### config.mk
export PLATFORM = sky130hd
export DESIGN_NAME = cpu_sequencer
export DESIGN_NICKNAME = d
export VERILOG_FILES = /design/src/rtl/cpu_sequencer_pkg.sv /design/src/rtl/cpu_sequencer_op_decoder.sv /design/src/rtl/cpu_sequencer.sv
export SDC_FILE = /design/constraint.sdc
export NUM_CORES = 1
export LEC_CHECK = 0
export BUFFER_PORTS_ARGS = -buffer_cell sky130_fd_sc_hd__buf_2
export CAP_MARGIN = 20
export CORE_MARGIN = 2
export CORE_UTILIZATION = 44
export CTS_CLUSTER_DIAMETER = 30
export DETAILED_ROUTE_END_ITERATION = 10
export PLACE_DENSITY = 0.85
export SLEW_MARGIN = 20
export SYNTH_ARGS = -nofsm -noshare
export SYNTH_HDL_FRONTEND = slang
export SYNTH_SLANG_ARGS = --single-unit
### constraint.sdc
create_clock -name clk -period 1.45 [get_ports clk]
set_input_delay 0.145 -clock clk [delete_from_list [all_inputs] [get_ports clk]]
set_output_delay 0.145 -clock clk [all_outputs]
set_load 0.005 [all_outputs]
### src/rtl/cpu_sequencer_pkg.sv
// Shared encodings for the 4-bit CPU sequencer: opcodes, ALU source selects and FSM states.
package cpu_sequencer_pkg;

  typedef enum logic [3:0] {
    OP_ADD_A     = 4'b0000,
    OP_MOV_A_B   = 4'b0001,
    OP_MOV_A_IMM = 4'b0011,
    OP_MOV_B_A   = 4'b0100,
    OP_ADD_B     = 4'b0101,
    OP_MOV_B_IMM = 4'b0111,
    OP_HLT       = 4'b1011,
    OP_JNC       = 4'b1110,
    OP_JMP       = 4'b1111
  } opcode_e;

  typedef enum logic [1:0] {
    SEL_A    = 2'd0,
    SEL_B    = 2'd1,
    SEL_ZERO = 2'd2
  } alu_sel_e;

  typedef enum logic [1:0] {
    ST_FETCH = 2'd0,
    ST_EXEC  = 2'd1,
    ST_HALT  = 2'd2
  } seq_state_e;

endpackage

### src/rtl/cpu_sequencer_op_decoder.sv
// Combinational opcode decode: ALU source select, register load enables and control-flow class.
module op_decoder
  import cpu_sequencer_pkg::*;
(
  input  logic [3:0] opcode,
  output logic [1:0] sel,
  output logic       load_a,
  output logic       load_b,
  output logic       is_jmp,
  output logic       is_jnc,
  output logic       is_hlt,
  output logic       writes_carry
);

  always_comb begin
    sel          = SEL_ZERO;
    load_a       = 1'b0;
    load_b       = 1'b0;
    is_jmp       = 1'b0;
    is_jnc       = 1'b0;
    is_hlt       = 1'b0;
    writes_carry = 1'b0;
    case (opcode)
      OP_ADD_A:     begin sel = SEL_A;    load_a = 1'b1; writes_carry = 1'b1; end
      OP_MOV_A_B:   begin sel = SEL_B;    load_a = 1'b1; writes_carry = 1'b1; end
      OP_MOV_A_IMM: begin sel = SEL_ZERO; load_a = 1'b1; writes_carry = 1'b1; end
      OP_ADD_B:     begin sel = SEL_B;    load_b = 1'b1; writes_carry = 1'b1; end
      OP_MOV_B_A:   begin sel = SEL_A;    load_b = 1'b1; writes_carry = 1'b1; end
      OP_MOV_B_IMM: begin sel = SEL_ZERO; load_b = 1'b1; writes_carry = 1'b1; end
      OP_JMP:       is_jmp = 1'b1;
      OP_JNC:       is_jnc = 1'b1;
      OP_HLT:       is_hlt = 1'b1;
      default:      ;
    endcase
  end

endmodule

### src/rtl/cpu_sequencer.sv
// Two-phase FETCH/EXEC instruction sequencer owning pc, ir and the carry flag,
// paced by the prescaler tick with free-run and single-step modes.
module cpu_sequencer
  import cpu_sequencer_pkg::*;
(
  input  logic       clk,
  input  logic       reset_n,
  input  logic       step_en,
  input  logic       run,
  input  logic       step_req,
  input  logic [7:0] inst,
  input  logic       alu_carry,
  output logic [3:0] pc,
  output logic [3:0] imm,
  output logic [1:0] alu_data_sel,
  output logic       reg_a_load,
  output logic       reg_b_load,
  output logic       carry_flag,
  output logic       halted
);

  seq_state_e state;
  logic [7:0] ir;
  logic       step_pending;
  logic       step_prev;
  logic       adv;
  logic       exec_adv;
  logic       step_rise;

  logic [1:0] dec_sel;
  logic       dec_load_a;
  logic       dec_load_b;
  logic       dec_is_jmp;
  logic       dec_is_jnc;
  logic       dec_is_hlt;
  logic       dec_writes_carry;

  op_decoder u_op_decoder (
    .opcode       (ir[7:4]),
    .sel          (dec_sel),
    .load_a       (dec_load_a),
    .load_b       (dec_load_b),
    .is_jmp       (dec_is_jmp),
    .is_jnc       (dec_is_jnc),
    .is_hlt       (dec_is_hlt),
    .writes_carry (dec_writes_carry)
  );

  assign adv       = step_en & (run | step_pending);
  assign exec_adv  = (state == ST_EXEC) & adv;
  assign step_rise = step_req & ~step_prev;

  assign imm          = ir[3:0];
  assign alu_data_sel = (state == ST_EXEC) ? dec_sel : SEL_ZERO;
  // Strobes track the async-reset state directly, so a reset mid-EXEC kills them at once.
  assign reg_a_load   = exec_adv & dec_load_a;
  assign reg_b_load   = exec_adv & dec_load_b;

  always_ff @(posedge clk or negedge reset_n) begin
    if (!reset_n) begin
      state      <= ST_FETCH;
      pc         <= '0;
      ir         <= '0;
      carry_flag <= 1'b0;
      halted     <= 1'b0;
    end else begin
      case (state)
        ST_FETCH: begin
          if (adv) begin
            ir    <= inst;
            state <= ST_EXEC;
          end
        end
        ST_EXEC: begin
          if (adv) begin
            state <= ST_FETCH;
            if (dec_is_hlt) begin
              state  <= ST_HALT;
              halted <= 1'b1;
            end else if (dec_is_jmp) begin
              pc         <= ir[3:0];
              carry_flag <= 1'b0;
            end else if (dec_is_jnc) begin
              pc         <= carry_flag ? pc + 4'd1 : ir[3:0];
              carry_flag <= 1'b0;
            end else begin
              pc <= pc + 4'd1;
              if (dec_writes_carry) carry_flag <= alu_carry;
            end
          end
        end
        ST_HALT: ;
        default: state <= ST_FETCH;
      endcase
    end
  end

  // History resets to 1 so a button held through reset is not seen as a new press.
  always_ff @(posedge clk or negedge reset_n) begin
    if (!reset_n) begin
      step_prev    <= 1'b1;
      step_pending <= 1'b0;
    end else begin
      step_prev <= step_req;
      if (run)            step_pending <= 1'b0;
      else if (step_rise) step_pending <= 1'b1;
      else if (exec_adv)  step_pending <= 1'b0;
    end
  end

endmodule
==> qor.csv, run 1 <==
stage;metric;value;unit
status;status;complete, but fails checks;
status;failing checks;negative setup slack;
yosys;post-synthesis cell type count;27;
placement;IO buf count;27;
setup_path;Crit. End Element;output port;
power;P per Cell Area;1873;nW/um2
yosys;area fraction of the dominant cell type after synthesis;46.64;%
cts;clock latency on the worst-skew pair;0.29;ns
setup_path;Critical Path, Cell by Cell;nand2b_4 -> or3_4 -> nor2_4 -> buf_2;
yosys;number of synthesized register bits;18;
floorplanning;Die Wd;49.53;um
sta;Max-slew headroom;73.69;%
setup_path;Crit Path Max Fanout;4;
setup_path;Critical Path Source Type;flip-flop;
cts;clock edge transition at the registers on the reported setup and hold paths;0.10;ns
run;Max Cap Viol;0;
yosys;Cell Area, Synth;912.1;um2
sta;Worst-Margin Slew;0.3947;ns
floorplanning;core area;1962;um2
final_layout;most common cell after layout, fill and taps aside;buf_2;
setup_path;CP bufs+invs;1;
route;routed vias/inst;4.948;
placement;HPWL after DPL;1.256;mm
final_layout;nets;124;
setup_path;CP max-delay cell;dfrtp_1;
sta;Period Utilization, post-route;107.2;%
grt;first-pass GRT wire length;2.939;mm
floorplanning;Die Ht;49.53;um
grt;largest net degree at the start of global routing;19;
setup_path;Worst path max stage delay;0.39;ns
placement;GPL Wtd Cong;0.7593;
min_path;Worst Min Path Start;run;
sta;Fin. Hold Viols;0;
route;Vias;668;
yosys;top post-synthesis cells by area;dfrtp_1 (47%), mux2_4 (13%), mux2i_1 (3.3%);
sta;Clock Skews;0.005079;ns
cts;htree depth;1;
sta;min cycle time layout;1.555;ns
placement;pre-CTS WS;0.01970;ns
yosys;net count after synthesis;91;
placement;Placed Area;1059;um2
sta;fmax;0.6432;GHz
route;DRT Wirelength;1.738;mm
grt;M1 GR Usage;21.50;%
setup_path;reg2reg start;state[1];
cts;Root Driver;clkbuf_4;
floorplanning;DIE AREA;2453;um2
grt;initial antenna violation count;0;
setup_path;critical path class;flip-flop to output port;
power;static leakage;0.5728;nW
min_path;worst hold path class;input port to flip-flop;
grt;vias in the first global route;657;
sta;RSZ-0062 raised after global routing;yes;
yosys;Synth Instances;76;
floorplanning;standard-cell rows;16;
setup_path;Worst EP required;1.31;ns
route;Post-DRT Antenna Nets;0;
grt;met3 Use GR;3.636;%
cts;CTS tree;yes;
setup_path;Worst EP arrival;1.41;ns
yosys;Yosys warning count;0;
yosys;synthesized area per cell;12.00;um2
sta;hold slack;0.05683;ns
setup_path;CP top delay family;simple AND/OR/NAND/NOR gates;
power;Max IR drop VDD;1096;uV
final_layout;share of layout cells above drive strength 1;50.93;%
route;wire per inst;12.87;um
yosys;leading area contributor after synthesis;dfrtp_1;
cts;clock sinks;18;
final_layout;Ant. Diodes;0;
grt;Congestion Overflow GR;0;
cts;Max Root-Sink Buffers;2;
cts;CTS Buf Count;3;
grt;grt peak-use layer;met2;
grt;GRT Util Overall;15.15;%
route;DRC viols;0;
sta;max-slew violations;0;
final_layout;cell area after layout;1157;um2
route;drt first pass iters;4;
sta;Final WS setup;-0.1048;ns
setup_path;CP startpoint;state[1];
sta;setup violators final;6;
floorplanning;initial core utilization;46.49;%
floorplanning;I/O Pins;28;
final_layout;commonest cells after routing, fill and taps aside;buf_2 (27), dfrtp_1 (16), mux2_4 (8);
yosys;sequential element share of the synthesized area;49.52;%
route;DRT iter0 DRCs;13;
final_layout;Syn-to-layout area delta;26.89;%
grt;routing usage on met2;24.44;%
## power breakdown
group	switching, mW	leakage (nW)	internal [mW]
clock	0.152	0.0150	0.107
combinational	0.406	0.345	0.565
sequential	0.217	0.213	0.720
## sequential cells by signal (all words and copies together) (netlist names)
| signal | cells |
|---|---|
| carry_flag | 1 |
| step_pending | 1 |
| halted | 1 |
| pc | 4 |
| ir | 8 |
| state | 2 |
| step_prev | 1 |
## cell type report
class                           instances  area (um2)
Fill cell                             178       804.5
Inverter                                4       15.01
Timing Repair Buffer                   34       200.2
Sequential cell                        18       452.9
Tap cell                               27       33.78
Multi-Input combinational cell         48       429.2
Clock buffer                            4       26.28
## path summary, 6_finish.rpt
| kind | slack, ns | cells after the start | end |
|---|---|---|---|
| max in group asynchronous | 0.83 | 2 | step_prev |
| min in group asynchronous | 0.30 | 2 | pc[1] |
| setup reg to reg | -0.01 | 4 | ir[7] |
| hold reg to reg | 0.47 | 1 | halted |
| setup / recovery | -0.10 | 4 | alu_data_sel[0] |
| hold / removal | 0.06 | 2 | step_pending |
## metrics by stage
stage	TNS, ns	std cells	power (mW)	util, %
floorplan	0	76	1.559	-
global placement	0	128	1.762	53.95
detailed placement	0	128	1.813	53.95
CTS	-0.1874	135	2.132	58.23
global route	-0.5876	135	2.337	58.99
finish	-0.1517	135	2.167	58.99
## cell families (layout without fill, tap and decap cells)
group                      after synthesis  in the layout  share of synthesized area [%]
AOI/OAI and AO/OA                       14             14                          11.25
adders and majority gates                1              1                          1.372
muxes                                   11             11                          16.46
xor gates and xnor gates                 1              1                         0.9604
DFF                                     18             18                          49.52
and+or+nand+nor                         21             21                          13.03
buffers and inverters                   10             42                          7.407
## timing repair
action,4_1_cts,5_1_grt
setup endpoints to repair,4,14
hold buffers,2,0
gates resized for setup,6,5
endpoints found under the hold margin,18,0
pin swaps,1,0
setup buffers,1,0
## per-layer routing
| metal | wire [um] | up-vias |
|---|---|---|
| li1 | - | 332 |
| met1 | 807 | 311 |
| met2 | 832 | 23 |
| met3 | 90 | 2 |
| met4 | 7 | 0 |
| met5 | 0 | - |
## Yosys cell counts (all sizes together)
cell type   n
nor3        1
mux2i       3
dfrtp      17
ha          1
and3        3
a32o        1
nor3b       1
a21oi       3
and4b       1
mux2        8
or3         2
a22oi       2
dfstp       1
inv         4
a21boi      1
nand2b      3
xor2        1
o21ai       6
nor2b       1
buf         6
a311o       1
nor2        5
nand2       4
No activity file was read; power rests on OpenSTA's default activity.
==> inputs of run 2 (changes only) <==
--- a/config.mk
+++ b/config.mk
@@ -7,12 +7,12 @@
 export LEC_CHECK = 0
 export BUFFER_PORTS_ARGS = -buffer_cell sky130_fd_sc_hd__buf_2
 export CAP_MARGIN = 20
+export CORE_ASPECT_RATIO = 1.5
 export CORE_MARGIN = 2
 export CORE_UTILIZATION = 44
 export CTS_CLUSTER_DIAMETER = 30
 export DETAILED_ROUTE_END_ITERATION = 10
 export PLACE_DENSITY = 0.85
-export SLEW_MARGIN = 20
 export SYNTH_ARGS = -nofsm -noshare
 export SYNTH_HDL_FRONTEND = slang
 export SYNTH_SLANG_ARGS = --single-unit
==> run 2 against run 1 <==
Highest routed layer unchanged; sequential power is 3.0% higher; count of clock-buffer cells in the layout did not move; clock skew down 0.0042 ns; final cell count down 1.5%; register-to-register slack worse by 0.02 ns; sequential share of layout area decreased by 1.1 points; hold slack is essentially flat; the flow still finishes with violations (negative setup slack); flip-flop and latch count is the same; clock power is 17% higher; first-iteration DRC count down 46%; die area increased by 0.31%; power increased by 4.7%.
==> qor.csv, run 2 (synthesis gave the netlist of run 1 again) <==
stage;metric;value;unit;change
status;status;complete, but fails checks;;unchanged
status;failing checks;negative setup slack;;unchanged
grt;first-pass GRT wire length;3.029;mm;was 2.939 mm
grt;Congestion Overflow GR;0;;unchanged
cts;Root Driver;clkbuf_4;;unchanged
cts;Max Root-Sink Buffers;2;;unchanged
route;drt first pass iters;3;;was 4
placement;GPL Wtd Cong;0.7861;;was 0.7593
cts;clock latency on the worst-skew pair;0.28;ns;was 0.29 ns
floorplanning;DIE AREA;2461;um2;was 2453 um2
run;Max Cap Viol;0;;unchanged
sta;Final WS setup;-0.1069;ns;was -0.1048 ns
cts;CTS tree;yes;;unchanged
setup_path;Worst Reg-to-Reg Cells;4;;unchanged
route;Vias;699;;was 668
power;P per Cell Area;1895;nW/um2;was 1873 nW/um2
grt;largest net degree at the start of global routing;19;;unchanged
route;wire per inst;14.24;um;was 12.87 um
sta;setup violators final;11;;was 6
min_path;Worst Min Path Start;run;;unchanged
final_layout;Most flops, register;ir;;unchanged
route;DRT Wirelength;1.894;mm;was 1.738 mm
floorplanning;initial core utilization;45.56;%;was 46.49%
placement;IO buf count;27;;unchanged
sta;Max-slew headroom;73.03;%;was 73.69%
setup_path;Worst EP required;1.31;ns;about the same
setup_path;Critical Path Source Type;flip-flop;;unchanged
setup_path;reg-to-reg endpoint;ir[7];;unchanged
final_layout;top flop regs;ir x8, pc x4, state x2;;unchanged
sta;min cycle time layout;1.557;ns;was 1.555 ns
grt;GRT Util Overall;18.27;%;was 15.15%
floorplanning;I/O Pins;28;;unchanged
min_path;worst hold path class;input port to flip-flop;;unchanged
final_layout;nets;127;;was 124
power;Max IR drop VDD;1139;uV;was 1096 uV
floorplanning;core area;2002;um2;was 1962 um2
cts;htree depth;1;;unchanged
setup_path;Crit. End Element;output port;;unchanged
floorplanning;Die Ht;59.77;um;was 49.53 um
min_path;WHS Endpoint;step_pending;;unchanged
final_layout;Ant. Diodes;0;;unchanged
placement;HPWL after DPL;1.307;mm;was 1.256 mm
sta;Fin. Hold Viols;0;;unchanged
sta;hold slack;0.05724;ns;was 0.05683 ns
setup_path;reg2reg start;state[1];;unchanged
final_layout;share of layout cells above drive strength 1;56.76;%;was 50.93%
final_layout;Syn-to-layout area delta;31.28;%;was 26.89%
power;static leakage;0.5906;nW;was 0.5728 nW
setup_path;flop2flop setup slack;-0.03;ns;was -0.01 ns
grt;initial antenna violation count;0;;unchanged
sta;Worst-Margin Slew;0.4045;ns;was 0.3947 ns
min_path;worst hold stages;2;;unchanged
final_layout;Fillers;175;;was 178
route;Post-DRT Antenna Nets;0;;unchanged
cts;clock edge transition at the registers on the reported setup and hold paths;0.10;ns;about the same
cts;CTS Buf Count;3;;unchanged
sta;Period Utilization, post-route;107.4;%;was 107.2%
route;routed vias/inst;5.256;;was 4.948
floorplanning;Die Wd;41.18;um;was 49.53 um
setup_path;critical path class;flip-flop to output port;;unchanged
sta;fmax;0.6423;GHz;was 0.6432 GHz
final_layout;cell area after layout;1197;um2;was 1157 um2
grt;vias in the first global route;695;;was 657
sta;RSZ-0062 raised after global routing;yes;;unchanged
final_layout;most common cell after layout, fill and taps aside;buf_2;;unchanged
cts;clock sinks;18;;unchanged
sta;max-slew violations;0;;unchanged
route;DRC viols;0;;unchanged
placement;Placed Area;1045;um2;was 1059 um2
sta;Clock Skews;0.0008569;ns;was 0.005079 ns
setup_path;Crit Path Max Fanout;4;;unchanged
final_layout;commonest cells after routing, fill and taps aside;buf_2 (27), dfrtp_1 (14), mux2_4 (8);;was buf_2 (27), dfrtp_1 (16), mux2_4 (8)
setup_path;Worst EP arrival;1.41;ns;about the same
floorplanning;standard-cell rows;20;;was 16
final_layout;Largest register FFs;8;;unchanged
route;DRT iter0 DRCs;7;;was 13
==> run 2: changes by cell type in the layout (fill, tap and decap cells not counted), sizes merged <==
| cell | before | now |
|---|---|---|
| buf | 32 | 35 |
==> run 2: worst max path at each step <==
| stage | start | end | slack, ns | depth (start not counted) |
|---|---|---|---|---|
| global route | state[1] | alu_data_sel[0] | -0.17 | 4 |
| CTS | state[1] | alu_data_sel[0] | -0.09 | 4 |
| floorplan | ir[6] | pc[0] | 0.11 | 5 |
| detailed placement | state[1] | pc[0] | -0.02 | 4 |
| finish | state[1] | alu_data_sel[0] | -0.11 | 4 |
| global placement | step_pending | ir[7] | 0.05 | 4 |
==> run 2: where the power goes <==
part | internal [mW] | switching, mW
registers | 0.726 | 0.239
logic | 0.586 | 0.416
clock network | 0.153 | 0.149
==> run 2: repair_timing <==
| item | 4_1_cts | 5_1_grt |
|---|---|---|
| hold buffers | 2 | 0 |
| setup buffers | 1 | 4 |
| setup endpoints to repair | 7 | 17 |
| resized for setup | 4 | 14 |
| pin swaps | 0 | 4 |
| hold endpoints to repair | 18 | 0 |
==> run 2: per-layer routing <==
layer / vias to the layer above / track usage (%) / share of wire [%]
met4: 0 / 6.912 / 0.53
met2: 18 / 30.58 / 55
met1: 346 / 22.25 / 41
li1: 333 / - / -
met3: 2 / 3.346 / 3.9
met5: - / 0 / 0
==> run 2: final cells by class <==
cell class	count	area (um2)	area share, %
flip-flops and latches	18	455.4	38.04
inverters	4	15.01	1.254
clock buffers	4	36.28	3.030
multi-input cells	48	440.4	36.78
repair buffers	37	222.7	18.60
well taps	22	27.53	2.299
==> run 2: stage by stage <==
stage | cells | setup TNS, ns | utilization, % | setup slack (ns) | total power, mW
final | 133 | -0.3206 | 59.81 | -0.1069 | 2.269
after global routing | 133 | -1.201 | 59.81 | -0.1677 | 2.438
after CTS | 129 | -0.3675 | 56.56 | -0.08624 | 2.150
after detailed placement | 122 | -0.04416 | 52.19 | -0.02223 | 1.794
after global placement | 122 | 0 | 52.19 | 0.04645 | 1.748
after floorplan | 76 | 0 | - | 0.1058 | 1.559
==> run 2: worst max-delay path, cell delays in order, from the launching register on <==
cell and delay (ns):
dfrtp_1 0.40, nand2b_4 0.18, or3_4 0.34, nor2_2 0.09
buf_2 0.11
==> inputs of run 3 (changes only) <==
--- a/config.mk
+++ b/config.mk
@@ -12,7 +12,8 @@
 export CORE_UTILIZATION = 44
 export CTS_CLUSTER_DIAMETER = 30
 export DETAILED_ROUTE_END_ITERATION = 10
-export PLACE_DENSITY = 0.85
+export GPL_TIMING_DRIVEN = 0
+export PLACE_DENSITY = 0.79
 export SYNTH_ARGS = -nofsm -noshare
 export SYNTH_HDL_FRONTEND = slang
 export SYNTH_SLANG_ARGS = --single-unit
==> run 3 against run 2 <==
The run still ends with negative setup slack left; final cell count grew 1.5%; cell area shrank 0.84%; global-route usage shrank 0.34 points; sequential share of layout area grew 0.22 points; largest cell class unchanged; clock skew grew 0.0041 ns; worst setup slack gained 0.041 ns; sequential power shrank 2%.
==> qor.csv, run 3 (synthesis gave the netlist of run 1 again) <==
stage;metric;value;unit;change
status;status;complete, but fails checks;;unchanged
status;failing checks;negative setup slack;;unchanged
sta;Worst-Margin Slew;0.3939;ns;was 0.4045 ns
grt;vias in the first global route;683;;was 695
power;Max IR drop VDD;1079;uV;was 1139 uV
final_layout;commonest cells after routing, fill and taps aside;buf_2 (27), dfrtp_1 (15), mux2_4 (8), buf_4 (8), nor2_1 (5);;was buf_2 (27), dfrtp_1 (14), mux2_4 (8)
placement;IO buf count;27;;unchanged
setup_path;Crit Path Max Fanout;4;;unchanged
setup_path;CP max-delay cell;dfrtp_1;;unchanged
grt;M1 GR Usage;21.38;%;was 22.25%
cts;clock edge transition at the registers on the reported setup and hold paths;0.10;ns;about the same
sta;Max-slew headroom;73.74;%;was 73.03%
floorplanning;Die Wd;41.18;um;unchanged
min_path;WHS Endpoint;step_pending;;unchanged
setup_path;CP bufs+invs;1;;unchanged
route;Post-DRT Antenna Nets;0;;unchanged
placement;Placed Instances;125;;was 122
sta;min cycle time layout;1.516;ns;was 1.557 ns
setup_path;Worst EP required;1.31;ns;about the same
final_layout;Largest register FFs;8;;unchanged
sta;Final WS setup;-0.06623;ns;was -0.1069 ns
setup_path;Critical Path, Cell by Cell;nand2b_4 -> or3_4 -> nor2_1 -> buf_2;;was nand2b_4 -> or3_4 -> nor2_2 -> buf_2
setup_path;reg-to-reg endpoint;ir[6];;was ir[7]
setup_path;critical path class;flip-flop to output port;;unchanged
min_path;worst hold stages;2;;unchanged
setup_path;Worst EP arrival;1.37;ns;was 1.41 ns
placement;HPWL after DPL;1.357;mm;was 1.307 mm
final_layout;Ant. Diodes;0;;unchanged
setup_path;Crit. End Element;output port;;unchanged
power;P per Cell Area;1914;nW/um2;was 1895 nW/um2
final_layout;Fillers;184;;was 175
grt;met3 Use GR;2.230;%;was 3.346%
final_layout;Post-Route Utilization;59.31;%;was 59.81%
power;static leakage;0.6001;nW;was 0.5906 nW
cts;CTS Buf Count;3;;unchanged
sta;RSZ-0062 raised after global routing;yes;;unchanged
min_path;worst hold path class;input port to flip-flop;;unchanged
sta;Clock Skews;0.004973;ns;was 0.0008569 ns
setup_path;Worst path max stage delay;0.39;ns;was 0.40 ns
grt;grt peak-use layer;met2;;unchanged
final_layout;Post-Layout Cell Count;135;;was 133
route;drt first pass iters;3;;unchanged
sta;Fin. Hold Viols;0;;unchanged
route;Vias;691;;was 699
setup_path;CP top delay family;simple AND/OR/NAND/NOR gates;;unchanged
grt;initial antenna violation count;0;;unchanged
floorplanning;standard-cell rows;20;;unchanged
grt;Congestion Overflow GR;0;;unchanged
cts;clock sinks;18;;unchanged
cts;Root Driver;clkbuf_4;;unchanged
route;routed vias/inst;5.119;;was 5.256
grt;GRT Util Overall;17.94;%;was 18.27%
floorplanning;initial core utilization;45.56;%;unchanged
final_layout;Most flops, register;ir;;unchanged
cts;clock latency on the worst-skew pair;0.30;ns;was 0.28 ns
setup_path;reg2reg start;state[1];;unchanged
setup_path;flop2flop setup slack;-0.02;ns;was -0.03 ns
cts;CTS tree;yes;;unchanged
route;DRC viols;0;;unchanged
setup_path;Critical Path Source Type;flip-flop;;unchanged
route;wire per inst;13.37;um;was 14.24 um
run;Max Cap Viol;0;;unchanged
placement;GPL Wtd Cong;0.7437;;was 0.7861
final_layout;top flop regs;ir x8, pc x4, state x2;;unchanged
setup_path;Worst Reg-to-Reg Cells;4;;unchanged
route;DRT Wirelength;1.805;mm;was 1.894 mm
grt;routing usage on met2;30.36;%;was 30.58%
final_layout;share of layout cells above drive strength 1;53.10;%;was 56.76%
floorplanning;core area;2002;um2;unchanged
final_layout;nets;129;;was 127
sta;Period Utilization, post-route;104.6;%;was 107.4%
min_path;Worst Min Path Start;run;;unchanged
final_layout;most common cell after layout, fill and taps aside;buf_2;;unchanged
sta;fmax;0.6595;GHz;was 0.6423 GHz
floorplanning;I/O Pins;28;;unchanged
sta;max-slew violations;0;;unchanged
sta;setup violators final;10;;was 11
grt;largest net degree at the start of global routing;19;;unchanged
floorplanning;DIE AREA;2461;um2;unchanged
final_layout;Syn-to-layout area delta;30.18;%;was 31.28%
route;DRT iter0 DRCs;5;;was 7
cts;htree depth;1;;unchanged
cts;Max Root-Sink Buffers;2;;unchanged
grt;first-pass GRT wire length;2.932;mm;was 3.029 mm
floorplanning;Die Ht;59.77;um;unchanged
-- run 3: per-layer routing --
layer	share of wire, %	vias to the layer above	routed length, um
met1	38	334	686
met4	2.0	0	36
li1	-	337	-
met5	0	-	0
met2	57	15	1023
met3	3.3	5	59
-- run 3: metrics by stage --
step           area [um2]  hold WS, ns  setup TNS, ns  worst slack (ns)  total power [mW]
2_1_floorplan       912.1      -0.1506              0            0.1058             1.559
3_3_place_gp         1075      0.09036              0           0.03749             1.827
3_5_place_dp         1075      0.09028              0           0.01029             1.882
4_1_cts              1172      0.04498       -0.07302          -0.05993             2.251
5_1_grt              1187      0.03742        -0.5978           -0.1214             2.447
6_report             1187      0.03570        -0.1620          -0.06623             2.273
-- run 3: how the worst max path moves through the flow --
stage / cells past startpoint / slack, ns / start / end
after detailed placement: 5 / 0.01 / step_pending / pc[0]
after global placement: 5 / 0.04 / ir[6] / pc[0]
final: 4 / -0.07 / state[1] / alu_data_sel[0]
after CTS: 4 / -0.06 / state[1] / alu_data_sel[0]
after global routing: 4 / -0.12 / state[1] / alu_data_sel[0]
after floorplan: 5 / 0.11 / ir[6] / pc[0]
-- run 3: cell type report --
class | count | area, um2 | area share, %
timing repair buffer | 33 | 185.2 | 15.60
clock buffer | 4 | 36.28 | 3.056
multi-input combinational | 48 | 416.7 | 35.09
tap | 22 | 27.53 | 2.318
sequential | 18 | 454.2 | 38.25
inverter | 4 | 15.01 | 1.264
buffer | 6 | 52.55 | 4.426
-- run 3: power breakdown --
part / switching, mW / internal, mW / leakage [nW]
sequential: 0.224 / 0.723 / 0.212
combinational: 0.398 / 0.622 / 0.367
clock: 0.152 / 0.153 / 0.0210
total: 0.774 / 1.50 / 0.600
-- run 3: what timing repair did --
action / 4_1_cts / 5_1_grt
endpoints found under the hold margin: 18 / 0
setup buffers: 3 / 1
pin swaps: 1 / 1
endpoints found under the setup margin: 5 / 16
cloned: 0 / 0
resized for setup: 3 / 5
hold buffers: 2 / 0
